==> config.mk <==
export PLATFORM = sky130hd
export DESIGN_NAME = adc_spi_scan
export DESIGN_NICKNAME = d
export VERILOG_FILES = /design/src/rtl/adc_spi_scan.sv
export SDC_FILE = /design/constraint.sdc
export NUM_CORES = 1
export LEC_CHECK = 0
export CAP_MARGIN = 20
export CORE_ASPECT_RATIO = 1.75
export CORE_UTILIZATION = 50
export CTS_CLUSTER_DIAMETER = 80
export CTS_CLUSTER_SIZE = 14
export DETAILED_ROUTE_END_ITERATION = 16
export GPL_TIMING_DRIVEN = 0
export PLACE_DENSITY = 0.68
export SYNTH_ARGS = -nofsm -noshare
export SYNTH_HDL_FRONTEND = slang
export SYNTH_SLANG_ARGS = --single-unit
export TNS_END_PERCENT = 30
==> constraint.sdc <==
create_clock -name CLK -period 2.55 [get_ports CLK]
set_input_delay 0.51 -clock CLK [delete_from_list [all_inputs] [get_ports CLK]]
set_output_delay 0.51 -clock CLK [all_outputs]
set_load 0.02 [all_outputs]
==> src/rtl/adc_spi_scan.sv <==
// Multi-channel SPI ADC scanner. Addresses the enabled channels of ch_mask in
// round-robin order, one 16-bit command per frame, and reports the pipelined
// result of the previously addressed channel as a tagged one-cycle strobe.
module adc_spi_scan #(
  parameter int NUM_CH   = 2,
  parameter int DATA_W   = 12,
  parameter int CLK_DIV  = 4,
  parameter int CONV_CYC = 80
) (
  input  logic              CLK,
  input  logic              reset,
  input  logic              enable,
  input  logic              cont,
  input  logic              start,
  input  logic [NUM_CH-1:0] ch_mask,
  input  logic              ADC_DOUT,
  output logic              ADC_CS_N,
  output logic              ADC_SCLK,
  output logic              ADC_DIN,
  output logic [DATA_W-1:0] sample_data,
  output logic [2:0]        sample_ch,
  output logic              sample_valid,
  output logic              busy
);

  localparam logic [1:0] S_IDLE  = 2'd0;
  localparam logic [1:0] S_SETUP = 2'd1;
  localparam logic [1:0] S_SHIFT = 2'd2;
  localparam logic [1:0] S_GAP   = 2'd3;

  localparam int CNT_MAX = (CLK_DIV > CONV_CYC) ? CLK_DIV : CONV_CYC;
  localparam int CNT_W   = $clog2(CNT_MAX + 1);

  localparam logic [CNT_W-1:0] HALF_LAST = CNT_W'(CLK_DIV - 1);
  localparam logic [CNT_W-1:0] GAP_LAST  = CNT_W'(CONV_CYC - 1);
  localparam logic [4:0]       DATA_BITS = 5'(DATA_W);
  localparam logic [2:0]       LAST_CH   = 3'(NUM_CH - 1);

  // First enabled channel at or after ptr; wraps to the lowest enabled one.
  function automatic logic [2:0] next_enabled(input logic [NUM_CH-1:0] mask,
                                              input logic [2:0]        ptr);
    logic [2:0] hi_ch;
    logic [2:0] lo_ch;
    logic       hi_found;
    hi_ch    = '0;
    lo_ch    = '0;
    hi_found = 1'b0;
    // Descending scan: the last hit written is the lowest qualifying channel.
    for (int j = NUM_CH - 1; j >= 0; j--) begin
      if (mask[j]) begin
        lo_ch = 3'(j);
        if (3'(j) >= ptr) begin
          hi_ch    = 3'(j);
          hi_found = 1'b1;
        end
      end
    end
    return hi_found ? hi_ch : lo_ch;
  endfunction

  function automatic logic [3:0] count_ones(input logic [NUM_CH-1:0] mask);
    logic [3:0] n;
    n = '0;
    for (int j = 0; j < NUM_CH; j++) n = n + 4'(mask[j]);
    return n;
  endfunction

  logic [1:0]        state_q, state_d;
  logic [CNT_W-1:0]  cnt_q, cnt_d;
  logic [3:0]        bit_q, bit_d;
  logic              sclk_q, sclk_d;
  logic              cs_n_q, cs_n_d;
  logic [15:0]       cmd_q, cmd_d;
  logic [DATA_W-1:0] rx_q, rx_d;
  logic [2:0]        cur_ch_q, cur_ch_d;    // channel addressed this frame
  logic [2:0]        tag_ch_q, tag_ch_d;    // channel whose result this frame returns
  logic [2:0]        ptr_q, ptr_d;
  logic              prime_q, prime_d;      // next frame is a priming frame
  logic              fprime_q, fprime_d;    // current frame is a priming frame
  logic              cont_q, cont_d;
  logic [3:0]        left_q, left_d;        // single scan: results still to report
  logic [DATA_W-1:0] data_q, data_d;
  logic [2:0]        sch_q, sch_d;
  logic              valid_q, valid_d;

  logic [2:0] next_ch;
  logic [2:0] ptr_after;
  logic [3:0] mask_cnt;
  logic       enter_setup;

  assign next_ch   = next_enabled(ch_mask, ptr_q);
  assign ptr_after = (next_ch == LAST_CH) ? 3'd0 : next_ch + 3'd1;
  assign mask_cnt  = count_ones(ch_mask);

  // Frame sequencing, SPI bit timing, capture and channel round-robin.
  always_comb begin
    // NOTE: every _d starts from its current value so no path through this
    // block leaves a signal unassigned, which would otherwise infer a latch.
    state_d     = state_q;
    cnt_d       = cnt_q;
    bit_d       = bit_q;
    sclk_d      = sclk_q;
    cs_n_d      = cs_n_q;
    cmd_d       = cmd_q;
    rx_d        = rx_q;
    cur_ch_d    = cur_ch_q;
    tag_ch_d    = tag_ch_q;
    ptr_d       = ptr_q;
    prime_d     = prime_q;
    fprime_d    = fprime_q;
    cont_d      = cont_q;
    left_d      = left_q;
    data_d      = data_q;
    sch_d       = sch_q;
    valid_d     = 1'b0;
    enter_setup = 1'b0;

    case (state_q)
      S_IDLE: begin
        if (enable && (|ch_mask) && (cont || start)) begin
          enter_setup = 1'b1;
          left_d      = mask_cnt;
        end
      end
      S_SETUP: begin
        if (cnt_q == HALF_LAST) begin
          state_d = S_SHIFT;
          cnt_d   = '0;
        end else begin
          cnt_d = cnt_q + CNT_W'(1);
        end
      end
      S_SHIFT: begin
        if (cnt_q == HALF_LAST) begin
          cnt_d = '0;
          if (!sclk_q) begin
            // Rising edge: capture only the leading DATA_W result bits.
            sclk_d = 1'b1;
            if ({1'b0, bit_q} < DATA_BITS) rx_d = (rx_q << 1) | DATA_W'(ADC_DOUT);
          end else begin
            // Falling edge: present the next command bit.
            sclk_d = 1'b0;
            cmd_d  = {cmd_q[14:0], 1'b0};
            bit_d  = bit_q + 4'd1;
            if (bit_q == 4'd15) begin
              state_d = S_GAP;
              cs_n_d  = 1'b1;
              bit_d   = '0;
              if (!fprime_q) begin
                valid_d = 1'b1;
                data_d  = rx_q;
                sch_d   = tag_ch_q;
                if (left_q != 4'd0) left_d = left_q - 4'd1;
              end
            end
          end
        end else begin
          cnt_d = cnt_q + CNT_W'(1);
        end
      end
      S_GAP: begin
        if (cnt_q == GAP_LAST) begin
          cnt_d = '0;
          if (!enable || (ch_mask == '0) || (!cont_q && (left_q == 4'd0))) begin
            state_d = S_IDLE;
            prime_d = 1'b1;
            ptr_d   = '0;
          end else begin
            enter_setup = 1'b1;
          end
        end else begin
          cnt_d = cnt_q + CNT_W'(1);
        end
      end
      default: state_d = S_IDLE;
    endcase

    // Frame start: latch mode, pick the channel and load its command word.
    if (enter_setup) begin
      state_d  = S_SETUP;
      cnt_d    = '0;
      bit_d    = '0;
      cs_n_d   = 1'b0;
      sclk_d   = 1'b0;
      cmd_d    = {1'b1, next_ch, 1'b1, 11'b0};
      tag_ch_d = cur_ch_q;
      cur_ch_d = next_ch;
      ptr_d    = ptr_after;
      fprime_d = prime_q;
      prime_d  = 1'b0;
      cont_d   = cont;
    end
  end

  // State registers; reset drops the partial frame and parks the SPI lines.
  always_ff @(posedge CLK or posedge reset) begin
    if (reset) begin
      state_q  <= S_IDLE;
      cnt_q    <= '0;
      bit_q    <= '0;
      sclk_q   <= 1'b0;
      cs_n_q   <= 1'b1;
      cmd_q    <= '0;
      rx_q     <= '0;
      cur_ch_q <= '0;
      tag_ch_q <= '0;
      ptr_q    <= '0;
      prime_q  <= 1'b1;
      fprime_q <= 1'b1;
      cont_q   <= 1'b0;
      left_q   <= '0;
      data_q   <= '0;
      sch_q    <= '0;
      valid_q  <= 1'b0;
    end else begin
      // NOTE: non-blocking assignments so every register updates from the
      // values sampled at the same clock edge, independent of statement order.
      state_q  <= state_d;
      cnt_q    <= cnt_d;
      bit_q    <= bit_d;
      sclk_q   <= sclk_d;
      cs_n_q   <= cs_n_d;
      cmd_q    <= cmd_d;
      rx_q     <= rx_d;
      cur_ch_q <= cur_ch_d;
      tag_ch_q <= tag_ch_d;
      ptr_q    <= ptr_d;
      prime_q  <= prime_d;
      fprime_q <= fprime_d;
      cont_q   <= cont_d;
      left_q   <= left_d;
      data_q   <= data_d;
      sch_q    <= sch_d;
      valid_q  <= valid_d;
    end
  end

  assign ADC_CS_N     = cs_n_q;
  assign ADC_SCLK     = sclk_q;
  assign ADC_DIN      = cmd_q[15];
  assign sample_data  = data_q;
  assign sample_ch    = sch_q;
  assign sample_valid = valid_q;
  assign busy         = (state_q != S_IDLE);

endmodule
* Yosys cells after proc, flatten, opt, wreduce, memory -nomap -nowiden
Cells that the tools add are included.
** Storage, ports and cells
- Latch bits :: 0
- Output and inout port bits :: 20
- Memories kept :: 0
- Bits in registers :: 75
- ROM bits :: 0
- Input bits :: 8
- Bits in writable memories :: 0
** Operators by class
- Reduce and logical (&&, ||, !) cells :: 33
- $mul :: 0
- Order comparisons :: 3
- Add/subtract/negate cells :: 5
- Mux-type cells :: 66
- Shift operators :: 0
- Eq/ne operators :: 19
- Bitwise gates (word level) :: 3
- Div/mod/pow operators :: 0
** Operator list (number)
- $mux 16 :: 4
- $mux 4 :: 11
- $mux 3 :: 10
- $mux 1 :: 27
- $mux 7 :: 3
- $ne 3x3->1 const B :: 6
- $reduce_bool 2->1 :: 9
- $mux 2 :: 7
- $pmux 7 s2 :: 1
- $reduce_and 7->1 :: 2
- $ne 2x2->1 const B :: 6
- $or 12x1->12 :: 1
- $pmux 4 s2 :: 1
- $reduce_and 4->1 :: 2
- $reduce_bool 4->1 :: 2
- $add 7x1->7 const B :: 1
- $eq 7x2->1 const B :: 1
- $eq 7x7->1 const B :: 1
- $ge 1x3->1 const A :: 2
- $pmux 2 s3 :: 1
- $reduce_and 3->1 :: 2
- $reduce_and 5->1 :: 1
- $add 4x1->4 const B :: 1
- $eq 2x2->1 const B :: 2
- other kinds (17) :: 25

* Logic depth before layout (Yosys ltp)
Gate-level depths: netlist of the first run.
- Depth in word-level cells :: 9
- Gate-level depth with buffers :: 10
- Gate-level depth less buffers :: 7

* Worst setup path after synthesis of the first run
Ideal clock, no wire load.
- Path type :: register to register
- Start point :: register cnt_q[0]
- End point :: register rx_q[11]
- Period minus slack after synthesis :: 2.255 ns
- Data arrival time :: 2.130 ns
- Stages on the path, launching flop included :: 7
- Data required time :: 2.425 ns
- Slack :: 0.295 ns
- Library setup time :: 0.125 ns
- Path through :: dfrtp_1 -> ha_1 -> or3b_4 -> or3_4 -> a211o_1 -> buf_6 -> mux2_4
** On the way
- Word-level cells in the longest chain between the ends :: 2
** Ends and longest elaborated chain
- start, declared :: RTL line 69 : logic [CNT_W-1:0] cnt_q, cnt_d;
- start signal, assigned :: RTL line 219 : cnt_q <= cnt_d;
- $eq 7x2->1 :: RTL line 134 : if (cnt_q == HALF_LAST) begin
- $reduce_and 4->1 (no source line)
- end signal, assigned :: RTL line 224 : rx_q <= rx_d;
- end, declared :: RTL line 74 : logic [DATA_W-1:0] rx_q, rx_d;
No other way between the ends.
A chain may end at the register's enable or synchronous reset.

* Final worst setup path of the first run
- Start point :: register cnt_q[1]
- End point :: register rx_q[3]
Same word-level chain as after synthesis.

==> run summary, run 1 <==
The run finished, with violations left. The final reports fail on design-rule violations. Summing the areas of all compound-gate instances in the mapped netlist gives 9.34% of the synthesized area. The root buffer cell chosen for the clock tree is clkbuf_8. The growth of design area from synthesis to finish is 16.5%, and the static leakage is 1.51 nW.

IR analysis of the VDD net gives a maximum drop of 0.505 mV. For this design, the sink count on the clock tree is 56. At the placement stage, the worst setup path has a slack of -0.490 ns. The tools report the number of global-route vias before repair as 1894. The area enclosed by the die boundary was 5780 µm². Final net count: 295. The type of the most critical hold path is reg2reg. Based on the critical path, the design can be clocked at up to 404 MHz. The adder-cell share of the synthesized area came out at 4.58%. The top fanout value on the critical path came out at 10. The post-synthesis cell type with the largest combined area is dfrtp_1. Power per unit of standard cell area: 456 nW/µm². The worst setup path is launched from a flip-flop. The maximum number of pins on one net before global-route repair is 34. Critical-path cell with the highest stage delay: or3b_4. 0 antenna diodes ended up in the layout. In this run the core area contains 35 standard-cell rows. STA classifies the critical path endpoint as a flip-flop. The overall via count from detail_route came out at 1879.

The wire length per cell after detailed routing is 15.4 µm, and the later-pin clock latency in the skew report is 0.32 ns. The worst endpoint required time is 2.75 ns, and the max-slew violation count is 0. Measured against its own limit, the worst slew margin works out to 59.4%. For the initial core utilization, the log shows 52.0%. The library cell used most frequently in the layout, excluding fill and tap cells, is dfrtp_1. The first detailed-routing pass ran for 10 iterations. The worst hold margin came out at 0.469 ns. The worst register-to-register path begins at cnt_q[1]. Once detail routing completed, the nets flagged for antenna violations numbered 0. Summing the areas of all xor and xnor instances in the mapped netlist gives 1.92% of the synthesized area.

The height of the die works out to 99.8 µm. The worst path uses 97.1% of the clock period. The count of flip-flops with a built-in enable after synthesis is 0, and the global-route wire length before repair is 8720 µm.

Between clock sinks in the finished design, the worst skew comes to 0.0116 ns. 28 I/O pins were placed. Subtracting the final worst setup slack from the clock period gives 2.48 ns. The most used flip-flop cell after synthesis is dfrtp_1. Buffers inserted during clock tree synthesis total 5. The tools report the max-cap violation count as 0. After floorplanning, the core was sized to cover 5260 µm².

After clock tree synthesis, the clock-pin slew on the worst setup and hold paths is 0.10 ns. The first routing iteration left 59 violations. Yosys mapped the design onto 47 distinct sky130hd cell types.

In this run the number of H-tree levels came out at 2. TritonCTS built the clock tree. The worst hold path begins at prime_q. The run gives 60.6% as the final cell utilization of the core. The critical path is of the reg2reg type. The finished layout holds 333 standard cells, fillers aside. Counting flops and latches in the post-synthesis netlist gives 56. The number of placed instances with taps included is 326.

Summing every instance area after synthesis gives 2730 µm². The tools report the final setup slack of the worst path as 0.0741 ns. The post-CTS setup buffer count was 0; the number of vias per cell after detailed routing was 5.64.

Ranked by total cell area, the synthesized netlist is headed by dfrtp_1, mux2_2, mux2_4. The initial antenna violation count came out at 0. The synthesized netlist devotes 13.8% of its cell area to simple gates. From left edge to right edge, the die measures 57.9 µm.

The run gives 1 as the post-detailed-route DRC marker count. The post-route netlist has 18.7% of its cells at a drive strength greater than 1. Across every metal layer, demand over resource in global routing totals 19.7%. The logs give 0 for the total count of hold-check failures in the final report and 0 for the final global-route overflow total.

Fraction of synthesized cell area taken by the top area cell type: 48.5%. Launch point of the worst path: cnt_q[1]. Setup violations remaining at the end of the flow were counted as 0. The critical path goes through ha_1 -> or3b_4 -> or3_4 -> a211o_1 -> buf_6 -> mux2_4. For this run, the slowest stage of the critical path takes 0.44 ns.

The buffer depth of the longest clock path is 2. The congestion estimate from routability-driven global placement came to 0.883. In the layout the commonest cells are dfrtp_1, clkdlybuf4s50_1, nor2_1. Post-detailed-placement half-perimeter wirelength: 3790 µm. After synthesis, the largest family of logic cells by area is multiplexers. At the pin with the least slew margin, the transition time is 0.602 ns. The final total power came out at 1.45 mW. Of the synthesized area, sequential elements account for 51.4%. For this block, the routed nets add up to 5140 µm of wire.

The number of buffer cells added on primary ports is 25. Setup repair after global routing could not meet its margin everywhere. The mean area per synthesized cell is 11.2 µm². For the worst path arrival time, the log shows 2.68 ns. For this run, the number of Yosys warnings is 0. The multiplexer share of the synthesized area is 15.1%, and the post-synthesis instance total is 244. Counting flops with an async set or reset pin after synthesis yields a share of 100%.
-- area by class of cell --
class | instances | area (µm²)
Buffer | 8 | 47.5
Clock buffer | 7 | 86.3
Clock inverter | 1 | 8.76
Fill cell | 436 | 2070
Inverter | 14 | 52.6
Multi-Input combinational cell | 166 | 1240
Sequential cell | 56 | 1410
Tap cell | 55 | 68.8
Timing Repair Buffer | 26 | 270
-- power by group --
part	switching, mW	internal, mW	total [mW]
clock network	0.287	0.223	0.510
logic	0.0301	0.0202	0.0503
registers	0.000903	0.889	0.890
-- flip-flops by register name, indices dropped and copies added, names as in the netlist, 2 cells and up --
name / flops
bit_q: 4
state_q: 2
cmd_q: 5
sample_data: 12
left_q: 4
cnt_q: 7
rx_q: 12
-- critical path, delay by kind of cell (launching register included) --
family,cells,cell delay [ns]
flip-flops,1,0.40
AND/OR/NAND/NOR,2,0.85
adder cells (fa/ha/maj),1,0.26
multiplexers,1,0.30
AO/OA/AOI/OAI,1,0.36
buffers and inverters,1,0.19
-- metrics by stage --
| step | cell area, µm² | TNS, ns |
|---|---|---|
| floorplan | 2740 | 0 |
| finish | 3180 | 0 |
| global placement | 3060 | -24.61 |
| CTS | 3170 | 0 |
| detailed placement | 3080 | -6.94 |
| global route | 3180 | -0.0474 |
-- synthesized netlist by cell type (2+ instances only) --
library cell and number:
a21o_1 4, a21oi_1 12, a31oi_1 2, and2_1 2, and3_1 2, buf_4 2
clkbuf_1 4, dfrtp_1 53, dfstp_2 3, ha_1 10, inv_1 14, mux2_2 17
mux2_4 10, mux2i_1 7, nand2_1 13, nand3_1 6, nand4_1 8, nor2_1 21
nor3_1 6, nor3b_1 2, nor4_1 2, o21ai_0 10, o22ai_1 2, o32ai_1 3
or3_1 3, xor2_1 5
-- final timing paths --
kind | to | slack (ns) | cells after the start
max | rx_q[3] | 0.07 | 6
min | fprime_q | 0.47 | 2
max reg2reg | rx_q[3] | 0.07 | 6
min reg2reg | fprime_q | 0.47 | 2
max in group asynchronous | prime_q | 1.41 | 3
min in group asynchronous | sample_valid | 0.55 | 2
-- per-layer routing --
layer / routed length, µm / GRT usage [%]
met1: 2190 / 22.3
met5: 0 / 0
met2: 2700 / 35.7
met4: 120 / 8.42
met3: 141 / 3.35
-- what timing repair did --
action | in CTS | in global routing
resized for setup | 1 | 5
hold buffers | 0 | 0
endpoints found under the setup margin | 10 | 20
-- logic make-up after synthesis --
logic type	after synthesis
flip-flops	56
AND/OR/NAND/NOR	73
adder cells (fa/ha/maj)	10
AO/OA/AOI/OAI	41
multiplexers	34
XOR/XNOR	6
buffers and inverters	23
other	1
Power figures use the tool's default switching activity.
==> inputs of run 2 (changes only) <==
--- a/config.mk
+++ b/config.mk
@@ -7,6 +7,7 @@
 export LEC_CHECK = 0
 export CAP_MARGIN = 20
 export CORE_ASPECT_RATIO = 1.75
+export CORE_MARGIN = 4
 export CORE_UTILIZATION = 50
 export CTS_CLUSTER_DIAMETER = 80
 export CTS_CLUSTER_SIZE = 14
==> run summary, run 2 (synthesized netlist as in run 1, its figures left out) <==
The final critical path takes up 96.8% of the cycle. The final total power was 1.49 mW. The worst setup path is launched from a flip-flop.

TritonCTS built the clock tree. Global routing usage summed across all routing layers: 16.4%. The logs give 2.74 ns for the worst endpoint required time and 5 for the clock buffer count from CTS. For this run the aggregate overflow at the end of global routing stands at 0.

The share of final-layout standard cells stronger than drive strength 1 was 17.0%. The number of buffer cells added on primary ports came out at 25. The number of diodes is 0. The buffer depth of the longest clock path was 2.

The first detailed-routing pass took 4 iterations. For the post-detailed-placement cell area, the log shows 3100 µm². Routability-driven placement finished with a final weighted congestion of 0.799.

Relative to the synthesized area, the layout overhead comes to 17.2%. Excluding fillers, the count of instances in the completed layout stands at 351. Max-cap violations in this run came to 0. The run gives 0 as the post-CTS setup buffer count.

The run gives 345 as the number of placed instances with taps included. The type of the most critical hold path was reg2reg. The logs give 2 for the depth of the CTS H-tree and 28 for the number of primary I/O pins.

The clock transition time at the flip-flop clock pins of the worst setup and hold paths was 0.09 ns; the count of routing violations after the opening detailed-route iteration was 83. The wire length per cell after detailed routing works out to 14.7 µm. The tools report the library cell used as clock root buffer as clkbuf_8. The tools report the number of core rows as 35.

After the last flow step, the layout net total stands at 295. The layout has 449 filler cells. Number of global-route vias before repair: 1898. The total count of hold-check failures in the final report was 0. The minimum clock period after layout was 2.47 ns; the maximum clock rate was 405 MHz. In this run the worst path has a maximum fanout of 10.

The wire-length estimate of the detail-placed layout is 3890 µm. In the layout the commonest cells are dfrtp_1, clkdlybuf4s50_1, nor2_1. Worst-case register-to-register setup slack: 0.08 ns. The run gives 0.00330 ns as the worst clock skew on the final layout. After detailed routing, the total wire length is 5160 µm. The maximum number of pins on one net before global-route repair came out at 30.

The termination of the worst setup path was rx_q[7]. After detailed routing, the number of remaining DRC violations is 0. The worst pin sits at a relative slew slack of 52.5%.

For this design the static power due to leakage is 1.52 nW. The clock sink count is 56. The floorplan step defined a die boundary enclosing 6760 µm². Setup repair after global routing could not meet its margin everywhere.

For the max-slew violation count, the log shows 0. The run finished with clean final reports. Across all hold checks on the routed design, the worst slack comes to 0.459 ns. The die span in x was 63.9 µm; the number of setup violations in the final report was 0. Height of the die: 106 µm.

For the pin with the worst max-slew slack, the measured transition is 0.713 ns. The library cell used most frequently in the layout, excluding fill and tap cells, is dfrtp_1. The first global-routing pass estimated 8820 µm of wire.

The initial core utilization is 51.6%, and the final antenna-violating net count is 0. The number of vias per cell after detailed routing works out to 5.33. The run gives 0.458 mV as the maximum VDD drop. Startpoint-to-endpoint class of the critical path: reg2reg. For this run, the share of the core covered by cells in the final layout is 60.4%.

The area of the core came out at 5300 µm². STA classifies the critical path endpoint as a flip-flop. The later pin in the worst-skew pair is clocked with a latency of 0.30 ns.

The overall via count from detail_route came out at 1870. The endpoint of the worst register-to-register path was rx_q[7]. The launch point of the worst path is cnt_q[1]. The power per unit of standard cell area is 465 nW/µm², and the initial antenna violation count is 0. Summing all non-filler instances in the final layout gives an area of 3200 µm². Hold repair after CTS inserted 0 buffers.

The depth of the worst register-to-register path was 6; the worst path arrival time was 2.66 ns. The startpoint identified for the worst register-to-register timing path is cnt_q[1].
[run 2: metal layers]
layer  up-vias  wire, µm  track usage (%)
met2        31      2790             28.9
met4         0        87             6.34
met1       911      2160             19.5
met3         8       129             2.77
li1        920         -                -
met5         -         0                0
[run 2: worst max-delay path: stages (launching register included)]
cell and delay [ns]:
dfrtp_1 0.40, ha_1 0.26, or3b_4 0.44, or3_4 0.41, a211o_1 0.35, buf_6 0.19
mux2_4 0.30
[run 2: worst min-delay path by stage]
stage,from,endpoint,slack (ns),cells past startpoint
after floorplan,prime_q,fprime_q,0.43,2
after global placement,prime_q,fprime_q,0.45,2
after detailed placement,prime_q,fprime_q,0.45,2
after CTS,prime_q,fprime_q,0.46,2
after global routing,prime_q,fprime_q,0.50,2
final,prime_q,fprime_q,0.46,2
[run 2: area by class of cell]
| type | count | area (µm²) | share of cell area (%) |
|---|---|---|---|
| Sequential cell | 56 | 1410 | 43.9 |
| Multi-Input combinational cell | 166 | 1230 | 38.5 |
| Timing Repair Buffer | 26 | 270 | 8.44 |
| Tap cell | 74 | 92.6 | 2.89 |
| Clock buffer | 6 | 72.6 | 2.27 |
| Inverter | 14 | 52.6 | 1.64 |
| Buffer | 8 | 47.5 | 1.48 |
| Clock inverter | 1 | 30.0 | 0.938 |
[run 2: repair_timing]
action,4_1_cts,5_1_grt
setup endpoints to repair,11,23
cloned,0,0
gates resized for setup,1,1
pin swaps,0,0
[run 2: power breakdown]
group / internal (mW) / switching [mW]
Sequential: 0.889 / 0.000935
Clock: 0.288 / 0.262
Combinational: 0.0201 / 0.0296
[run 2: metrics by stage]
| stage | setup slack [ns] | setup TNS [ns] |
|---|---|---|
| after global routing | -0.102 | -0.449 |
| final | 0.0827 | 0 |
| after floorplan | 0.295 | 0 |
| after CTS | 0.0768 | 0 |
| after global placement | -0.463 | -25.82 |
| after detailed placement | -0.518 | -7.39 |
